$ cat src/rtl/lc3b_mem_if_if.sv
// ---------------------------------------------------------------------------
// lc3b_mem_if_if
// Bus bundle between the LC-3b datapath/control pair, the memory-interface
// stage and the physical memory port.
//
// CPU side     : mem_read, mem_write, mem_byte, mem_address, mem_wdata  (to stage)
//                mem_resp, mem_rdata, mem_err                           (from stage)
// Physical side: pmem_read, pmem_write, pmem_address, pmem_wdata,
//                pmem_wmask                                             (from stage)
//                pmem_resp, pmem_rdata                                  (to stage)
//
// slave  : view of the memory-interface stage itself
// master : view of the surrounding environment (CPU plus physical memory)
// ---------------------------------------------------------------------------
interface lc3b_mem_if_if;
    logic        mem_read;
    logic        mem_write;
    logic        mem_byte;
    logic [15:0] mem_address;
    logic [15:0] mem_wdata;
    logic        mem_resp;
    logic [15:0] mem_rdata;
    logic        mem_err;

    logic        pmem_read;
    logic        pmem_write;
    logic [15:0] pmem_address;
    logic [15:0] pmem_wdata;
    logic [1:0]  pmem_wmask;
    logic        pmem_resp;
    logic [15:0] pmem_rdata;

    modport slave (
        input  mem_read, mem_write, mem_byte, mem_address, mem_wdata,
        input  pmem_resp, pmem_rdata,
        output mem_resp, mem_rdata, mem_err,
        output pmem_read, pmem_write, pmem_address, pmem_wdata, pmem_wmask
    );

    modport master (
        output mem_read, mem_write, mem_byte, mem_address, mem_wdata,
        output pmem_resp, pmem_rdata,
        input  mem_resp, mem_rdata, mem_err,
        input  pmem_read, pmem_write, pmem_address, pmem_wdata, pmem_wmask
    );
endinterface

$ cat src/rtl/lc3b_mem_if.sv
// ---------------------------------------------------------------------------
// lc3b_mem_if
// Registered memory-interface stage for the LC-3b. Captures one CPU memory
// request, drives the physical memory port with a held strobe until
// pmem_resp (or a watchdog timeout), then returns a one-cycle mem_resp with
// mem_err. Handles STB byte-lane steering and flags misaligned word accesses
// without touching physical memory. Every output comes straight from a flop.
//
// Ports:
//   clk   - clock, all state on rising edge
//   rst_n - asynchronous active-low reset
//   bus   - lc3b_mem_if_if.slave (CPU request/response + physical port)
//
// Parameters:
//   TIMEOUT - max cycles spent strobing without pmem_resp (1..65535)
// ---------------------------------------------------------------------------
module lc3b_mem_if #(
    parameter int unsigned TIMEOUT = 255
) (
    input  logic          clk,
    input  logic          rst_n,
    lc3b_mem_if_if.slave  bus
);

    typedef enum logic [1:0] {
        IDLE = 2'd0,
        BUSY = 2'd1,
        DONE = 2'd2
    } state_t;

    // The counter starts at 0 in the first strobe cycle, so the last allowed
    // cycle is TIMEOUT-1; this gives exactly TIMEOUT strobe cycles.
    localparam logic [15:0] TIMEOUT_LAST = 16'(TIMEOUT - 1);

    state_t      state, state_next;
    logic [15:0] wait_cnt, wait_cnt_next;

    logic        mem_resp_q,     mem_resp_d;
    logic [15:0] mem_rdata_q,    mem_rdata_d;
    logic        mem_err_q,      mem_err_d;
    logic        pmem_read_q,    pmem_read_d;
    logic        pmem_write_q,   pmem_write_d;
    logic [15:0] pmem_address_q, pmem_address_d;
    logic [15:0] pmem_wdata_q,   pmem_wdata_d;
    logic [1:0]  pmem_wmask_q,   pmem_wmask_d;

    logic        req_valid;
    logic        req_write;
    logic        misaligned;

    // A simultaneous read+write is treated as a write.
    assign req_valid  = bus.mem_read | bus.mem_write;
    assign req_write  = bus.mem_write;
    assign misaligned = ~bus.mem_byte & bus.mem_address[0];

    always_comb begin
        state_next     = state;
        wait_cnt_next  = wait_cnt;
        mem_resp_d     = 1'b0;
        mem_err_d      = 1'b0;
        mem_rdata_d    = mem_rdata_q;
        pmem_read_d    = pmem_read_q;
        pmem_write_d   = pmem_write_q;
        pmem_address_d = pmem_address_q;
        pmem_wdata_d   = pmem_wdata_q;
        pmem_wmask_d   = pmem_wmask_q;

        case (state)
            IDLE: begin
                if (req_valid) begin
                    if (misaligned) begin
                        // Rejected without any physical access.
                        state_next = DONE;
                        mem_resp_d = 1'b1;
                        mem_err_d  = 1'b1;
                    end else begin
                        state_next     = BUSY;
                        wait_cnt_next  = 16'd0;
                        pmem_read_d    = ~req_write;
                        pmem_write_d   = req_write;
                        pmem_address_d = {bus.mem_address[15:1], 1'b0};
                        // Byte stores replicate the low byte on both lanes;
                        // the mask picks the lane that memory actually writes.
                        if (bus.mem_byte) begin
                            pmem_wdata_d = {bus.mem_wdata[7:0], bus.mem_wdata[7:0]};
                        end else begin
                            pmem_wdata_d = bus.mem_wdata;
                        end
                        if (!req_write) begin
                            pmem_wmask_d = 2'b00;
                        end else if (!bus.mem_byte) begin
                            pmem_wmask_d = 2'b11;
                        end else if (bus.mem_address[0]) begin
                            pmem_wmask_d = 2'b10;
                        end else begin
                            pmem_wmask_d = 2'b01;
                        end
                    end
                end
            end

            BUSY: begin
                // pmem_resp takes priority over a timeout on the same edge.
                if (bus.pmem_resp) begin
                    state_next   = DONE;
                    mem_resp_d   = 1'b1;
                    pmem_read_d  = 1'b0;
                    pmem_write_d = 1'b0;
                    if (pmem_read_q) begin
                        mem_rdata_d = bus.pmem_rdata;
                    end
                end else if (wait_cnt == TIMEOUT_LAST) begin
                    state_next   = DONE;
                    mem_resp_d   = 1'b1;
                    mem_err_d    = 1'b1;
                    pmem_read_d  = 1'b0;
                    pmem_write_d = 1'b0;
                    if (pmem_read_q) begin
                        mem_rdata_d = 16'h0000;
                    end
                end else begin
                    wait_cnt_next = wait_cnt + 16'd1;
                end
            end

            DONE: begin
                // Requests seen here are ignored; the IDLE cycle that follows
                // picks up anything still being held.
                state_next = IDLE;
            end

            default: begin
                state_next = IDLE;
            end
        endcase
    end

    always_ff @(posedge clk or negedge rst_n) begin
        if (!rst_n) begin
            state          <= IDLE;
            wait_cnt       <= 16'd0;
            mem_resp_q     <= 1'b0;
            mem_rdata_q    <= 16'h0000;
            mem_err_q      <= 1'b0;
            pmem_read_q    <= 1'b0;
            pmem_write_q   <= 1'b0;
            pmem_address_q <= 16'h0000;
            pmem_wdata_q   <= 16'h0000;
            pmem_wmask_q   <= 2'b00;
        end else begin
            state          <= state_next;
            wait_cnt       <= wait_cnt_next;
            mem_resp_q     <= mem_resp_d;
            mem_rdata_q    <= mem_rdata_d;
            mem_err_q      <= mem_err_d;
            pmem_read_q    <= pmem_read_d;
            pmem_write_q   <= pmem_write_d;
            pmem_address_q <= pmem_address_d;
            pmem_wdata_q   <= pmem_wdata_d;
            pmem_wmask_q   <= pmem_wmask_d;
        end
    end

    assign bus.mem_resp     = mem_resp_q;
    assign bus.mem_rdata    = mem_rdata_q;
    assign bus.mem_err      = mem_err_q;
    assign bus.pmem_read    = pmem_read_q;
    assign bus.pmem_write   = pmem_write_q;
    assign bus.pmem_address = pmem_address_q;
    assign bus.pmem_wdata   = pmem_wdata_q;
    assign bus.pmem_wmask   = pmem_wmask_q;

endmodule

$ cat src/flat_wrapper.sv
// flat-port wrapper written by rule: the top's interface ports become plain ports
module lc3b_mem_if_flat 
#(
    parameter int unsigned TIMEOUT = 255
)
  (clk, rst_n, bus_mem_read, bus_mem_write, bus_mem_byte, bus_mem_address, bus_mem_wdata, bus_pmem_resp, bus_pmem_rdata, bus_mem_resp, bus_mem_rdata, bus_mem_err, bus_pmem_read, bus_pmem_write, bus_pmem_address, bus_pmem_wdata, bus_pmem_wmask);
  lc3b_mem_if_if bus_i ();
  input  logic clk;
  input  logic rst_n;
  input wire logic [$bits(bus_i.mem_read)-1:0] bus_mem_read;
  input wire logic [$bits(bus_i.mem_write)-1:0] bus_mem_write;
  input wire logic [$bits(bus_i.mem_byte)-1:0] bus_mem_byte;
  input wire logic [$bits(bus_i.mem_address)-1:0] bus_mem_address;
  input wire logic [$bits(bus_i.mem_wdata)-1:0] bus_mem_wdata;
  input wire logic [$bits(bus_i.pmem_resp)-1:0] bus_pmem_resp;
  input wire logic [$bits(bus_i.pmem_rdata)-1:0] bus_pmem_rdata;
  output wire logic [$bits(bus_i.mem_resp)-1:0] bus_mem_resp;
  output wire logic [$bits(bus_i.mem_rdata)-1:0] bus_mem_rdata;
  output wire logic [$bits(bus_i.mem_err)-1:0] bus_mem_err;
  output wire logic [$bits(bus_i.pmem_read)-1:0] bus_pmem_read;
  output wire logic [$bits(bus_i.pmem_write)-1:0] bus_pmem_write;
  output wire logic [$bits(bus_i.pmem_address)-1:0] bus_pmem_address;
  output wire logic [$bits(bus_i.pmem_wdata)-1:0] bus_pmem_wdata;
  output wire logic [$bits(bus_i.pmem_wmask)-1:0] bus_pmem_wmask;
  assign bus_i.mem_read = bus_mem_read;
  assign bus_i.mem_write = bus_mem_write;
  assign bus_i.mem_byte = bus_mem_byte;
  assign bus_i.mem_address = bus_mem_address;
  assign bus_i.mem_wdata = bus_mem_wdata;
  assign bus_i.pmem_resp = bus_pmem_resp;
  assign bus_i.pmem_rdata = bus_pmem_rdata;
  assign bus_mem_resp = bus_i.mem_resp;
  assign bus_mem_rdata = bus_i.mem_rdata;
  assign bus_mem_err = bus_i.mem_err;
  assign bus_pmem_read = bus_i.pmem_read;
  assign bus_pmem_write = bus_i.pmem_write;
  assign bus_pmem_address = bus_i.pmem_address;
  assign bus_pmem_wdata = bus_i.pmem_wdata;
  assign bus_pmem_wmask = bus_i.pmem_wmask;
  lc3b_mem_if #(.TIMEOUT(TIMEOUT)) u_core (.clk(clk), .rst_n(rst_n), .bus(bus_i));
endmodule
$ cat config.mk
export PLATFORM = sky130hd
export DESIGN_NAME = lc3b_mem_if_flat
export DESIGN_NICKNAME = d
export VERILOG_FILES = /design/src/rtl/lc3b_mem_if_if.sv /design/src/rtl/lc3b_mem_if.sv /design/src/flat_wrapper.sv
export SDC_FILE = /design/constraint.sdc
export NUM_CORES = 1
export LEC_CHECK = 0
export CAP_MARGIN = 20
export CORE_ASPECT_RATIO = 1.5
export CORE_MARGIN = 10
export CORE_UTILIZATION = 45
export CTS_BUF_LIST = sky130_fd_sc_hd__clkbuf_16
export CTS_CLUSTER_SIZE = 30
export DETAILED_ROUTE_END_ITERATION = 7
export MAX_ROUTING_LAYER = met4
export PLACE_DENSITY_LB_ADDON = 0.05
export RECOVER_POWER = 50
export SLEW_MARGIN = 20
export SYNTH_ARGS = -nofsm -noshare
export SYNTH_HDL_FRONTEND = slang
export SYNTH_SLANG_ARGS = --single-unit
$ cat constraint.sdc
create_clock -name clk -period 2.92 [get_ports clk]
set_input_delay 0.584 -clock clk [delete_from_list [all_inputs] [get_ports clk]]
set_output_delay 0.584 -clock clk [all_outputs]
set_load 0.02 [all_outputs]
==> run summary <==
The number of violations reported at the end of detailed-routing iteration 0 was 137; the number of sinks driven by the clock tree was 71. The synthesis-to-layout area growth was 41.96%. At the later pin of the worst-skew pair, clock insertion delay measures 0.33 ns.

The tools report the total of endpoints with negative setup slack in the final report as 0. The detail-routed via count per cell is 5.299. The count of cell types in the netlist is 45, and the number of rows in the core area is 37.

The number of violations of the max-capacitance limit is 1. The worst supply voltage drop on vdd is 0.5605 mV. The critical path is of the flip-flop to flip-flop type. Setup repair after global routing left no endpoint under its margin. The weighted congestion reported at the end of routability-driven placement is 0.8383. The tightest min-delay check is of the flip-flop to flip-flop type. Power spread over the standard cell area amounts to 993.6 nW/um^2.

The sequential-to-total area share from yosys stat is 0.5599. Average instance area after synthesis: 10.01 sq um. The sum of net half-perimeters after detailed placement came out at 6204 microns. The number of input and output port buffers inserted came out at 106. The instance area after placement was 4262 sq um; the clock-pin slew of the registers on the worst-case setup and hold paths was 0.05 ns.

The leakage dissipation was 2.093 nW; the post-synth net total was 373. The count of nets left with antenna violations once routing finished came out at 0. The routed layout has 2655 vias. Die area: 10880 sq um. The combinational family with the most area after synthesis was simple AND/OR/NAND/NOR gates. The run gives 72 as the max-slew violation count. Buffers added to address setup during post-CTS repair amount to 0.

Ranked by total cell area, the synthesized netlist is headed by sky130_fd_sc_hd__dfrtp_1 (56%), sky130_fd_sc_hd__nand2_1 (11%), sky130_fd_sc_hd__a22o_1 (3.6%), sky130_fd_sc_hd__mux2i_1 (3.5%), sky130_fd_sc_hd__o21ai_0 (3.3%). The total overflow reported by the global router was 0; the complex-gate fraction of the synthesized area was 0.1562. The logs give 0 ns for the accumulated negative setup slack and 0.06963 for the met3 capacity usage during global routing. Counting along the longest clock path gives a buffer depth of 2. The largest area contributor in the synthesized netlist was sky130_fd_sc_hd__dfrtp_1. Counting the fill cells in the layout gives 587. The number of search-and-repair iterations in the first detailed-routing pass is 4, and the per-cell routed wire length is 17.18 microns. The met1 track demand over resource was 0.1817. Startpoint type of the worst setup path: a flip-flop. The core region is 6852 sq um. Fraction of registers with async set or reset after synthesis: 1.000. After global routing, the most crowded layer is met2.

At the pin with the least slew margin, the transition time is 1.763 ns. The total area of sequential cells is 1777 sq um. The fraction of synthesized cell area in xor and xnor cells came out at 0. The endpoint kind of the worst setup timing path was a flip-flop. The multiplexer share of the synthesized area was 0.03470; the all-layer global routing usage was 0.1721.

Data on the critical path is required at its endpoint by 3.13 ns. Clock tree synthesis selected as its root buffer the cell sky130_fd_sc_hd__clkbuf_16. Entering global routing, the biggest net connects 72 pins. The post-cts repair resize count is 0, and the number of DRC violations after detailed routing is 0. Clock tree synthesis inserted a total of 9 buffers. For the hold violation total from the final report, the log shows 0. The part of the cycle the worst path needs was 0.7863. For this run, the top clock speed supported by timing is 435.5 MHz. The most used flip-flop cell after synthesis is sky130_fd_sc_hd__dfrtp_1. During synthesis, Yosys emitted a total of 0 warnings. The run finished, with violations left.

CTS built an H-tree with a depth of 3. Summing every instance area after synthesis gives 3173 sq um. Top cell type's share of synthesized area: 0.5599.

Yosys mapped a number of flops with a built-in enable equal to 0. Wires add up to 8605 microns. For the number of buffers added to fix hold violations after cts, the log shows 0.

The die span in y came out at 122.8 microns. Summing all non-filler instances in the final layout gives an area of 4504 sq um. The ratio of cells with drive above 1 in the final layout is 0.07801.

The post-synthesis adder-cell area fraction was 0.007886; the simple-gate portion of the synthesized area was 0.2031. On the final layout, the worst clock skew is 0.005322 ns. The number of antenna violations at the first check in global routing is 0. After the last flow step, the layout net total stands at 476.

In the synthesized netlist, the number of instances is 317. The logs give 0 for the diode insertion count for antenna repair and 2750 for the number of global-route vias before repair. The tools report the met2 demand-to-capacity share in global routing as 0.2802. The relative slew slack is -0.1755, and the number of I/O pins is 108.

After layout, the minimum clock period comes to 2.296 ns. The tools report the global-route wire length before repair as 13860 microns. TritonCTS built the clock tree.

Data arrival time at the worst-slack endpoint: 2.51 ns. The multi-input combinational cells in the finished layout cover a total of 1284 sq um. The logs give 0.4631 for the starting utilization of the core area and 0.4673 ns for the worst hold margin. The total of flip-flops plus latches after synthesis was 71; the largest fanout on the critical path was 16. The x dimension of the die was 88.56 microns.

The checks that failed: capacitance limit, slew limit. Summing internal, switching and leakage power gives 4.475 mW.
==> report_power, final <==
group          switching [mW]  leakage, nW  total, mW  internal, mW
logic                    1.11         1.06       1.98         0.871
registers               0.214        0.908       1.57          1.35
clock network           0.382        0.129      0.932         0.550
==> synthesized netlist by cell type, types with 3 or more instances <==
master / instances
sky130_fd_sc_hd__inv_1: 4
sky130_fd_sc_hd__a22o_1: 13
sky130_fd_sc_hd__mux2i_1: 11
sky130_fd_sc_hd__clkbuf_1: 11
sky130_fd_sc_hd__nor3_1: 7
sky130_fd_sc_hd__a21oi_1: 7
sky130_fd_sc_hd__dfrtp_1: 71
sky130_fd_sc_hd__nand3_1: 10
sky130_fd_sc_hd__o21ai_0: 21
sky130_fd_sc_hd__buf_4: 3
sky130_fd_sc_hd__nand2b_1: 3
sky130_fd_sc_hd__nand4_1: 4
sky130_fd_sc_hd__a22o_2: 7
sky130_fd_sc_hd__nand2_1: 94
sky130_fd_sc_hd__or3_1: 4
sky130_fd_sc_hd__buf_6: 3
sky130_fd_sc_hd__a31oi_1: 3
sky130_fd_sc_hd__nor2_1: 7
==> cells by family after synthesis <==
| logic type | after synthesis |
|---|---|
| AND/OR/NAND/NOR | 142 |
| multiplexers | 11 |
| buffers and inverters | 22 |
| adder cells (fa/ha/maj) | 2 |
| AO/OA/AOI/OAI | 68 |
| flip-flops | 71 |
| other | 1 |
==> registers in the layout, summed over array words and instances (netlist names) <==
name                     cells
u_core.bus.pmem_wmask        2
u_core.bus.pmem_wdata       16
u_core.state                 2
u_core.bus.pmem_read         1
u_core.bus.pmem_write        1
u_core.bus.mem_resp          1
u_core.bus.mem_err           1
u_core.wait_cnt             16
u_core.bus.pmem_address     15
u_core.bus.mem_rdata        16
==> through the flow <==
stage                     std cells    util  setup slack, ns
final                           501  0.6574           0.6240
after global routing            501  0.6574           0.4929
after CTS                       501  0.6578           0.6183
after floorplan                 317       -           0.9197
after detailed placement        487  0.6220           0.4904
after global placement          487  0.6220           0.5423
==> critical path, cell delays in order (launching register included) <==
cell                      delay [ns]
sky130_fd_sc_hd__dfrtp_1        0.44
sky130_fd_sc_hd__or4_4          0.57
sky130_fd_sc_hd__nor4_4         0.36
sky130_fd_sc_hd__a21o_2         0.39
sky130_fd_sc_hd__nor3_1         0.09
sky130_fd_sc_hd__a311o_1        0.32
==> layout make-up <==
| type | count | area share |
|---|---|---|
| clock buffer | 9 | 0.05000 |
| clock inverter | 5 | 0.004444 |
| inverter | 4 | 0.003333 |
| multi-input combinational | 224 | 0.2850 |
| sequential | 71 | 0.3944 |
| tap | 78 | 0.02167 |
| timing repair buffer | 110 | 0.2411 |
==> cell usage in the layout, fill, tap and decap left out, types with 2 or more instances in the layout <==
cell,netlist,routed
sky130_fd_sc_hd__nand3_1,10,10
sky130_fd_sc_hd__nor3_1,7,7
sky130_fd_sc_hd__dlygate4sd3_1,0,25
sky130_fd_sc_hd__o21ai_0,21,21
sky130_fd_sc_hd__nand4_1,4,4
sky130_fd_sc_hd__nand2_1,94,94
sky130_fd_sc_hd__inv_1,4,6
sky130_fd_sc_hd__nor2_1,7,6
sky130_fd_sc_hd__clkdlybuf4s50_1,0,80
sky130_fd_sc_hd__and3_1,2,2
sky130_fd_sc_hd__nor2b_1,2,2
sky130_fd_sc_hd__ha_1,2,2
sky130_fd_sc_hd__nor4_1,2,2
sky130_fd_sc_hd__a21oi_1,7,7
sky130_fd_sc_hd__mux2i_1,11,11
sky130_fd_sc_hd__clkinv_1,0,2
sky130_fd_sc_hd__dfrtp_1,71,71
sky130_fd_sc_hd__buf_4,3,4
sky130_fd_sc_hd__o211ai_1,2,2
sky130_fd_sc_hd__a22o_1,13,13
sky130_fd_sc_hd__nand2b_1,3,2
sky130_fd_sc_hd__a22o_2,7,7
sky130_fd_sc_hd__or3_1,4,4
sky130_fd_sc_hd__a2bb2oi_1,2,2
sky130_fd_sc_hd__clkbuf_16,0,9
sky130_fd_sc_hd__a21o_1,2,2
sky130_fd_sc_hd__a31oi_1,3,3
==> worst paths after layout <==
check | depth (start not counted) | slack (ns) | end | startpoint
setup reg to reg | 5 | 0.62 | u_core.wait_cnt[3]$_DFFE_PN0P_ | u_core.wait_cnt[12]$_DFFE_PN0P_
hold / removal | 2 | 0.47 | u_core.bus.pmem_address[5]$_DFFE_PN0P_ | u_core.bus.pmem_address[5]$_DFFE_PN0P_
hold reg to reg | 2 | 0.47 | u_core.bus.pmem_address[5]$_DFFE_PN0P_ | u_core.bus.pmem_address[5]$_DFFE_PN0P_
min in group asynchronous | 1 | 0.72 | u_core.wait_cnt[14]$_DFFE_PN0P_ | rst_n
setup / recovery | 5 | 0.62 | u_core.wait_cnt[3]$_DFFE_PN0P_ | u_core.wait_cnt[12]$_DFFE_PN0P_
max in group asynchronous | 1 | 1.15 | u_core.bus.pmem_address[4]$_DFFE_PN0P_ | rst_n
==> routing by layer <==
layer | part of all wire | wire length (microns) | vias up
met5 | 0 | 0 | -
met4 | 0.014 | 119 | 0
met1 | 0.39 | 3393 | 1253
met3 | 0.072 | 620 | 11
met2 | 0.52 | 4472 | 79
li1 | - | - | 1312
(Power assumes the default switching activity.)
